**src/rtl/battleship_shot_ctrl.sv**
```systemverilog
// Sequential front end for the Battleship scoring block: accepts shot requests,
// filters illegal/repeat shots against a 10x10 history, and tracks game progress.
module battleship_shot_ctrl #(
    parameter int MAX_SHOTS        = 50,
    parameter int TOTAL_SHIP_CELLS = 17,
    parameter int BIG_SHOTS        = 3
) (
    input  logic       clock,
    input  logic       reset,
    input  logic       new_game,
    input  logic       shot_valid,
    output logic       shot_ready,
    input  logic [3:0] shot_x,
    input  logic [3:0] shot_y,
    input  logic       shot_big,
    output logic [3:0] X,
    output logic [3:0] Y,
    output logic       Big,
    output logic [1:0] BigLeft,
    output logic       ScoreThis,
    input  logic       Hit,
    input  logic       NearMiss,
    input  logic       Miss,
    input  logic [6:0] NumHits,
    input  logic       SomethingIsWrong,
    output logic       result_valid,
    output logic       result_hit,
    output logic       result_near,
    output logic       result_miss,
    output logic       result_err,
    output logic       result_repeat,
    output logic [6:0] shots_taken,
    output logic       game_over,
    output logic       game_won
);

    localparam logic [6:0] LP_MAX = 7'(MAX_SHOTS);
    localparam logic [6:0] LP_TOT = 7'(TOTAL_SHIP_CELLS);
    localparam logic [1:0] LP_BIG = 2'(BIG_SHOTS);

    typedef enum logic [2:0] {
        S_IDLE   = 3'd0,
        S_CHECK  = 3'd1,
        S_ISSUE  = 3'd2,
        S_RESULT = 3'd3,
        S_OVER   = 3'd4
    } state_t;

    state_t      r_state;
    state_t      w_next;
    logic        r_ready;
    logic        r_score;
    logic [3:0]  r_x;
    logic [3:0]  r_y;
    logic        r_big;
    logic [99:0] r_bitmap;
    logic [6:0]  r_shots;
    logic [1:0]  r_big_left;
    logic        r_over;
    logic        r_won;
    logic        r_res_valid;
    logic        r_res_hit;
    logic        r_res_near;
    logic        r_res_miss;
    logic        r_res_err;
    logic        r_res_rep;

    logic        w_xfer;
    logic        w_in_range;
    logic [6:0]  w_idx;
    logic        w_prev;
    logic        w_err;
    logic        w_win;
    logic        w_lost;
    logic        w_scored_ok;

    assign w_xfer      = shot_valid && r_ready;
    assign w_in_range  = (r_x <= 4'd9) && (r_y <= 4'd9);
    assign w_idx       = (7'(r_y) * 7'd10) + 7'(r_x);
    assign w_prev      = w_in_range ? r_bitmap[w_idx] : 1'b0;
    assign w_err       = !w_in_range || (r_big && (r_big_left == 2'd0));
    assign w_win       = (NumHits >= LP_TOT);
    assign w_lost      = (r_shots == LP_MAX);
    assign w_scored_ok = (r_state == S_ISSUE) && !SomethingIsWrong;

    // Next-state decode for the shot sequencer.
    always_comb begin
        w_next = r_state;
        case (r_state)
            S_IDLE: begin
                if (w_xfer) begin
                    w_next = S_CHECK;
                end else begin
                    w_next = S_IDLE;
                end
            end
            S_CHECK: begin
                if (w_err || w_prev) begin
                    w_next = S_RESULT;
                end else begin
                    w_next = S_ISSUE;
                end
            end
            S_ISSUE:  w_next = S_RESULT;
            S_RESULT: begin
                if (w_win || w_lost) begin
                    w_next = S_OVER;
                end else begin
                    w_next = S_IDLE;
                end
            end
            S_OVER:   w_next = S_OVER;
            default:  w_next = S_IDLE;
        endcase
    end

    // State register, handshake, captured shot and score strobe.
    always_ff @(posedge clock or posedge reset) begin
        if (reset) begin
            r_state <= S_IDLE;
            r_ready <= 1'b1;
            r_score <= 1'b0;
            r_x     <= 4'd0;
            r_y     <= 4'd0;
            r_big   <= 1'b0;
        end else if (new_game) begin
            r_state <= S_IDLE;
            r_ready <= 1'b1;
            r_score <= 1'b0;
            r_x     <= 4'd0;
            r_y     <= 4'd0;
            r_big   <= 1'b0;
        end else begin
            r_state <= w_next;
            r_ready <= (w_next == S_IDLE);
            r_score <= (w_next == S_ISSUE);
            if (w_xfer) begin
                r_x   <= shot_x;
                r_y   <= shot_y;
                r_big <= shot_big;
            end
        end
    end

    // Game bookkeeping: history bitmap, shot count, big shots, end-of-game flags.
    always_ff @(posedge clock or posedge reset) begin
        if (reset) begin
            r_bitmap   <= 100'd0;
            r_shots    <= 7'd0;
            r_big_left <= LP_BIG;
            r_over     <= 1'b0;
            r_won      <= 1'b0;
        end else if (new_game) begin
            r_bitmap   <= 100'd0;
            r_shots    <= 7'd0;
            r_big_left <= LP_BIG;
            r_over     <= 1'b0;
            r_won      <= 1'b0;
        end else begin
            // Counters move on the ISSUE->RESULT edge so they are current while result_valid is high.
            if (w_scored_ok) begin
                r_bitmap[w_idx] <= 1'b1;
                if (r_shots < LP_MAX) begin
                    r_shots <= r_shots + 7'd1;
                end
                if (r_big && (r_big_left != 2'd0)) begin
                    r_big_left <= r_big_left - 2'd1;
                end
            end
            if ((r_state == S_RESULT) && (w_next == S_OVER)) begin
                r_over <= 1'b1;
                r_won  <= w_win;
            end
        end
    end

    // One-cycle result record, zero whenever result_valid is low.
    always_ff @(posedge clock or posedge reset) begin
        if (reset) begin
            r_res_valid <= 1'b0;
            r_res_hit   <= 1'b0;
            r_res_near  <= 1'b0;
            r_res_miss  <= 1'b0;
            r_res_err   <= 1'b0;
            r_res_rep   <= 1'b0;
        end else if (new_game) begin
            r_res_valid <= 1'b0;
            r_res_hit   <= 1'b0;
            r_res_near  <= 1'b0;
            r_res_miss  <= 1'b0;
            r_res_err   <= 1'b0;
            r_res_rep   <= 1'b0;
        end else begin
            r_res_valid <= 1'b0;
            r_res_hit   <= 1'b0;
            r_res_near  <= 1'b0;
            r_res_miss  <= 1'b0;
            r_res_err   <= 1'b0;
            r_res_rep   <= 1'b0;
            if (r_state == S_CHECK) begin
                if (w_err) begin
                    r_res_valid <= 1'b1;
                    r_res_err   <= 1'b1;
                end else if (w_prev) begin
                    r_res_valid <= 1'b1;
                    r_res_rep   <= 1'b1;
                end
            end else if (r_state == S_ISSUE) begin
                r_res_valid <= 1'b1;
                if (SomethingIsWrong) begin
                    r_res_err <= 1'b1;
                end else begin
                    r_res_hit  <= Hit;
                    r_res_near <= NearMiss;
                    r_res_miss <= Miss;
                end
            end
        end
    end

    assign shot_ready    = r_ready;
    assign X             = r_x;
    assign Y             = r_y;
    assign Big           = r_big;
    assign BigLeft       = r_big_left;
    assign ScoreThis     = r_score;
    assign result_valid  = r_res_valid;
    assign result_hit    = r_res_hit;
    assign result_near   = r_res_near;
    assign result_miss   = r_res_miss;
    assign result_err    = r_res_err;
    assign result_repeat = r_res_rep;
    assign shots_taken   = r_shots;
    assign game_over     = r_over;
    assign game_won      = r_won;

endmodule

```
**config.mk**
```make
export PLATFORM = sky130hd
export DESIGN_NAME = battleship_shot_ctrl
export DESIGN_NICKNAME = d
export VERILOG_FILES = /design/src/rtl/battleship_shot_ctrl.sv
export SDC_FILE = /design/constraint.sdc
export NUM_CORES = 1
export LEC_CHECK = 0
export CORE_ASPECT_RATIO = 1.1
export CORE_UTILIZATION = 55
export DETAILED_ROUTE_END_ITERATION = 10
export PLACE_DENSITY_LB_ADDON = 0.1
export REMOVE_ABC_BUFFERS = 1
export SYNTH_ARGS = -nofsm -noshare
export SYNTH_HDL_FRONTEND = slang
export SYNTH_SLANG_ARGS = --single-unit
export TNS_END_PERCENT = 10
```
**constraint.sdc**
```tcl
create_clock -name clock -period 7.9 [get_ports clock]
set_input_delay 1.185 -clock clock [delete_from_list [all_inputs] [get_ports clock]]
set_output_delay 1.185 -clock clock [all_outputs]
set_load 0.01 [all_outputs]
```
==> results.sh <==
export IMPL_status="complete, no violations"
export IMPL_power_leakage_nw=3.288
export IMPL_die_x_microns=103.8
export IMPL_synthTopCellsByCount="147 x nor2_1, 128 x dfrtp_1, 114 x a21oi_1, 41 x nand2_1, 24 x clkbuf_1"
export IMPL_cp_max_fo=36
export IMPL_fin_crit_ps=3761
export IMPL_synth_top_area_share=0.5105
export IMPL_place_gp_congestion=0.8806
export IMPL_synth_top_area_cell="dfrtp_1"
export IMPL_n_antenna_cell=0
export IMPL_multiInputGateArea_sq_um=2780
export IMPL_post_place_ws_ps=4075
export IMPL_wl_per_cell_microns=19.06
export IMPL_dp_hpwl_microns=10430
export IMPL_ctsHoldBuffers=0
export IMPL_regArea_sq_um=3282
export IMPL_synthFlopType="dfrtp_1"
export IMPL_regToRegSetupSlack_ps=4140
export IMPL_first_pass_iters=5
export IMPL_post_cts_resized=0
export IMPL_hold_depth=2
export IMPL_dr_wl_met3_microns=1169
export IMPL_synthTopCellsByArea="dfrtp_1 51%, a21oi_1 9.1%, nor2_1 8.8%"
export IMPL_nNetsFinal=729
export IMPL_clkLatencyLatePin_ps=420
export IMPL_grt_pass1_vias=5140
export IMPL_reg2reg_depth=10
export IMPL_timing_hold_ws_ps=487.0
export IMPL_syn_avg_cell_area_sq_um=9.609
export IMPL_cts_tree="yes"
export IMPL_coreArea_sq_um=11010
export IMPL_met2_length_microns=7742
export IMPL_final_fill_count=884
export IMPL_slowest_delay_ps=500
export IMPL_period_share=0.4761
export IMPL_clock_root_buffer="clkbuf_16"
export IMPL_fp_dieH_microns=114.0
export IMPL_via_per_inst=6.147
export IMPL_ys_seq_area_frac=0.5230
export IMPL_clkTransAtPathRegs_ps=60
export IMPL_syn_to_final_growth_pct=17.51
export IMPL_r2r_start="Y[0]"
export IMPL_post_cts_buffers=0
export IMPL_path_cells="ha_1, fa_1, buf_4, clkinv_1, mux2i_1, a211oi_1, or4_1, o311a_1, and4b_4, o41a_1"
export IMPL_post_dp_cell_area_sq_um=6862
export IMPL_synth_cell_type_count=64
export IMPL_fmax_mhz=265.9
export IMPL_worst_slew_pin_slew_ps=1402
export IMPL_htree_levels=4
export IMPL_clock_sinks=131
export IMPL_ir_worst_vdd_v=0.0001724
export IMPL_finalWirelength_microns=16220
export IMPL_numCtsBuffers=17
export IMPL_synth_async_reset_ratio=1.000
export IMPL_cap_violations=0
export IMPL_grt_pass1_wl_microns=26700
export IMPL_yosysMostFrequentCell="nor2_1"
export IMPL_rows=40
export IMPL_first_iter_violations=523
export IMPL_start_util=0.5699
export IMPL_drive_gt1_frac=0.07813
export IMPL_vias=5231
export IMPL_synth_edf_count=0
export IMPL_ios=52
export IMPL_finalSetupViolCount=0
export IMPL_numPortBuffers=51
export IMPL_wl_met1_microns=6931
export IMPL_overflow=0
export IMPL_grt_max_degree=72
export IMPL_clock_path_buffers=2
export IMPL_hold_viol=0
export IMPL_yosysWarnings=0
export IMPL_routed_top_layer="met4"
export IMPL_hold_path_class="flop to flop"
export IMPL_tns_ps=0
export IMPL_synth_seq_cells=131
export IMPL_powerDensity_nw_per_um2=258.1
export IMPL_fin_util=0.6697
export IMPL_whs_endpoint="r_bitmap[2]"
export IMPL_syn_inst=653
export IMPL_postRouteAntennaNets=0
export IMPL_die_area_sq_um=11840
export IMPL_antenna_found_initial=0
export IMPL_rsz0062_at_grt="false"
export IMPL_drv_slew=0
export IMPL_holdCritStartpoint="r_bitmap[2]"
export IMPL_cp_required_ps=8200
export IMPL_slew_limit_headroom=0.05844
export IMPL_start_kind="flop"
export IMPL_timing_final_ws_setup_ps=4139
export IMPL_grt_usage=0.2938
export IMPL_crit_path_top_delay_cell="fa_1"
export IMPL_crit_arrival_ps=4060
export IMPL_postLayoutCellArea_sq_um=7373
export IMPL_endpoint_kind="flop"
export IMPL_rr_endpoint="result_valid"
export IMPL_clock_skew_ps=8.504
export IMPL_route_detailed_drc=0
export IMPL_syn_area_sq_um=6275
export IMPL_crit_type="flop to flop"
per-layer routing:
metal,GRT usage,up-vias
met5,0,-
met4,0.1257,0
met3,0.07714,34
met2,0.4649,212
met1,0.3860,2611
li1,-,2374
state kept, by name, indices dropped and copies added (netlist names), 2 cells and up:
name and count:
Y 4, r_state 3, r_bitmap 100, shots_taken 7
BigLeft 2, X 4
cells by family (layout without fill, tap and decap cells):
family	after synthesis	after routing	synth area share
compound gates	184	184	0.1735
xor+xnor	11	11	0.01535
fa+ha+maj	12	12	0.02592
buf+inv	49	100	0.03470
flops	131	131	0.5230
mux	27	27	0.06361
simple gates	239	239	0.1639
per-stage QoR:
step | instances | total power, mW
floorplan | 617 | 1.039
detailed placement | 822 | 1.215
CTS | 851 | 1.902
global placement | 821 | 1.203
global route | 851 | 1.982
finish | 851 | 1.903
how the worst max path moves through the flow:
stage	slack, ps	to	startpoint
after global placement	3760	r_bitmap[96]	SomethingIsWrong
after CTS	4210	result_valid	Y[0]
after floorplan	3220	Big	reset
after detailed placement	4070	r_bitmap[76]	SomethingIsWrong
after global routing	4090	result_valid	X[1]
final	4140	result_valid	Y[0]
final cells by class:
class,instances,share of cell area
Multi-Input combinational cell,473,0.3771
Tap cell,147,0.02494
Clock inverter,5,0.004073
Timing Repair Buffer,58,0.07653
Sequential cell,131,0.4451
Inverter,13,0.006957
Clock buffer,24,0.06533
where the power goes:
| group | internal [mW] | switching (mW) |
|---|---|---|
| Clock | 0.418 | 0.272 |
| Combinational | 0.175 | 0.300 |
| Sequential | 0.705 | 0.0340 |
| Total | 1.30 | 0.606 |
placed cells by master, fill, tap and decap left out, drive strengths merged, types with 3 or more instances in the layout:
master         count
nor2             147
dfrtp            128
a21oi            114
clkdlybuf4s50     50
nand2             41
clkbuf            24
nor3              18
o21ai             14
mux2i             11
inv               11
a31oi             10
ha                 9
mux2               8
buf                8
mux4               8
xnor2              7
a211oi             6
o221ai             6
nand2b             6
and2               5
o22ai              5
clkinv             5
nor2b              4
xor2               4
dfstp              3
a211o              3
nor4               3
a2bb2oi            3
a221o              3
or2                3
critical path: cells and delay by family (launching register included):
family	cells	cell delay (ps)
compound gates	3	620
fa+ha+maj	2	760
buf+inv	2	840
flops	1	420
simple gates	2	660
mux	1	320
Note: power is estimated with default switching activity, not from simulation.
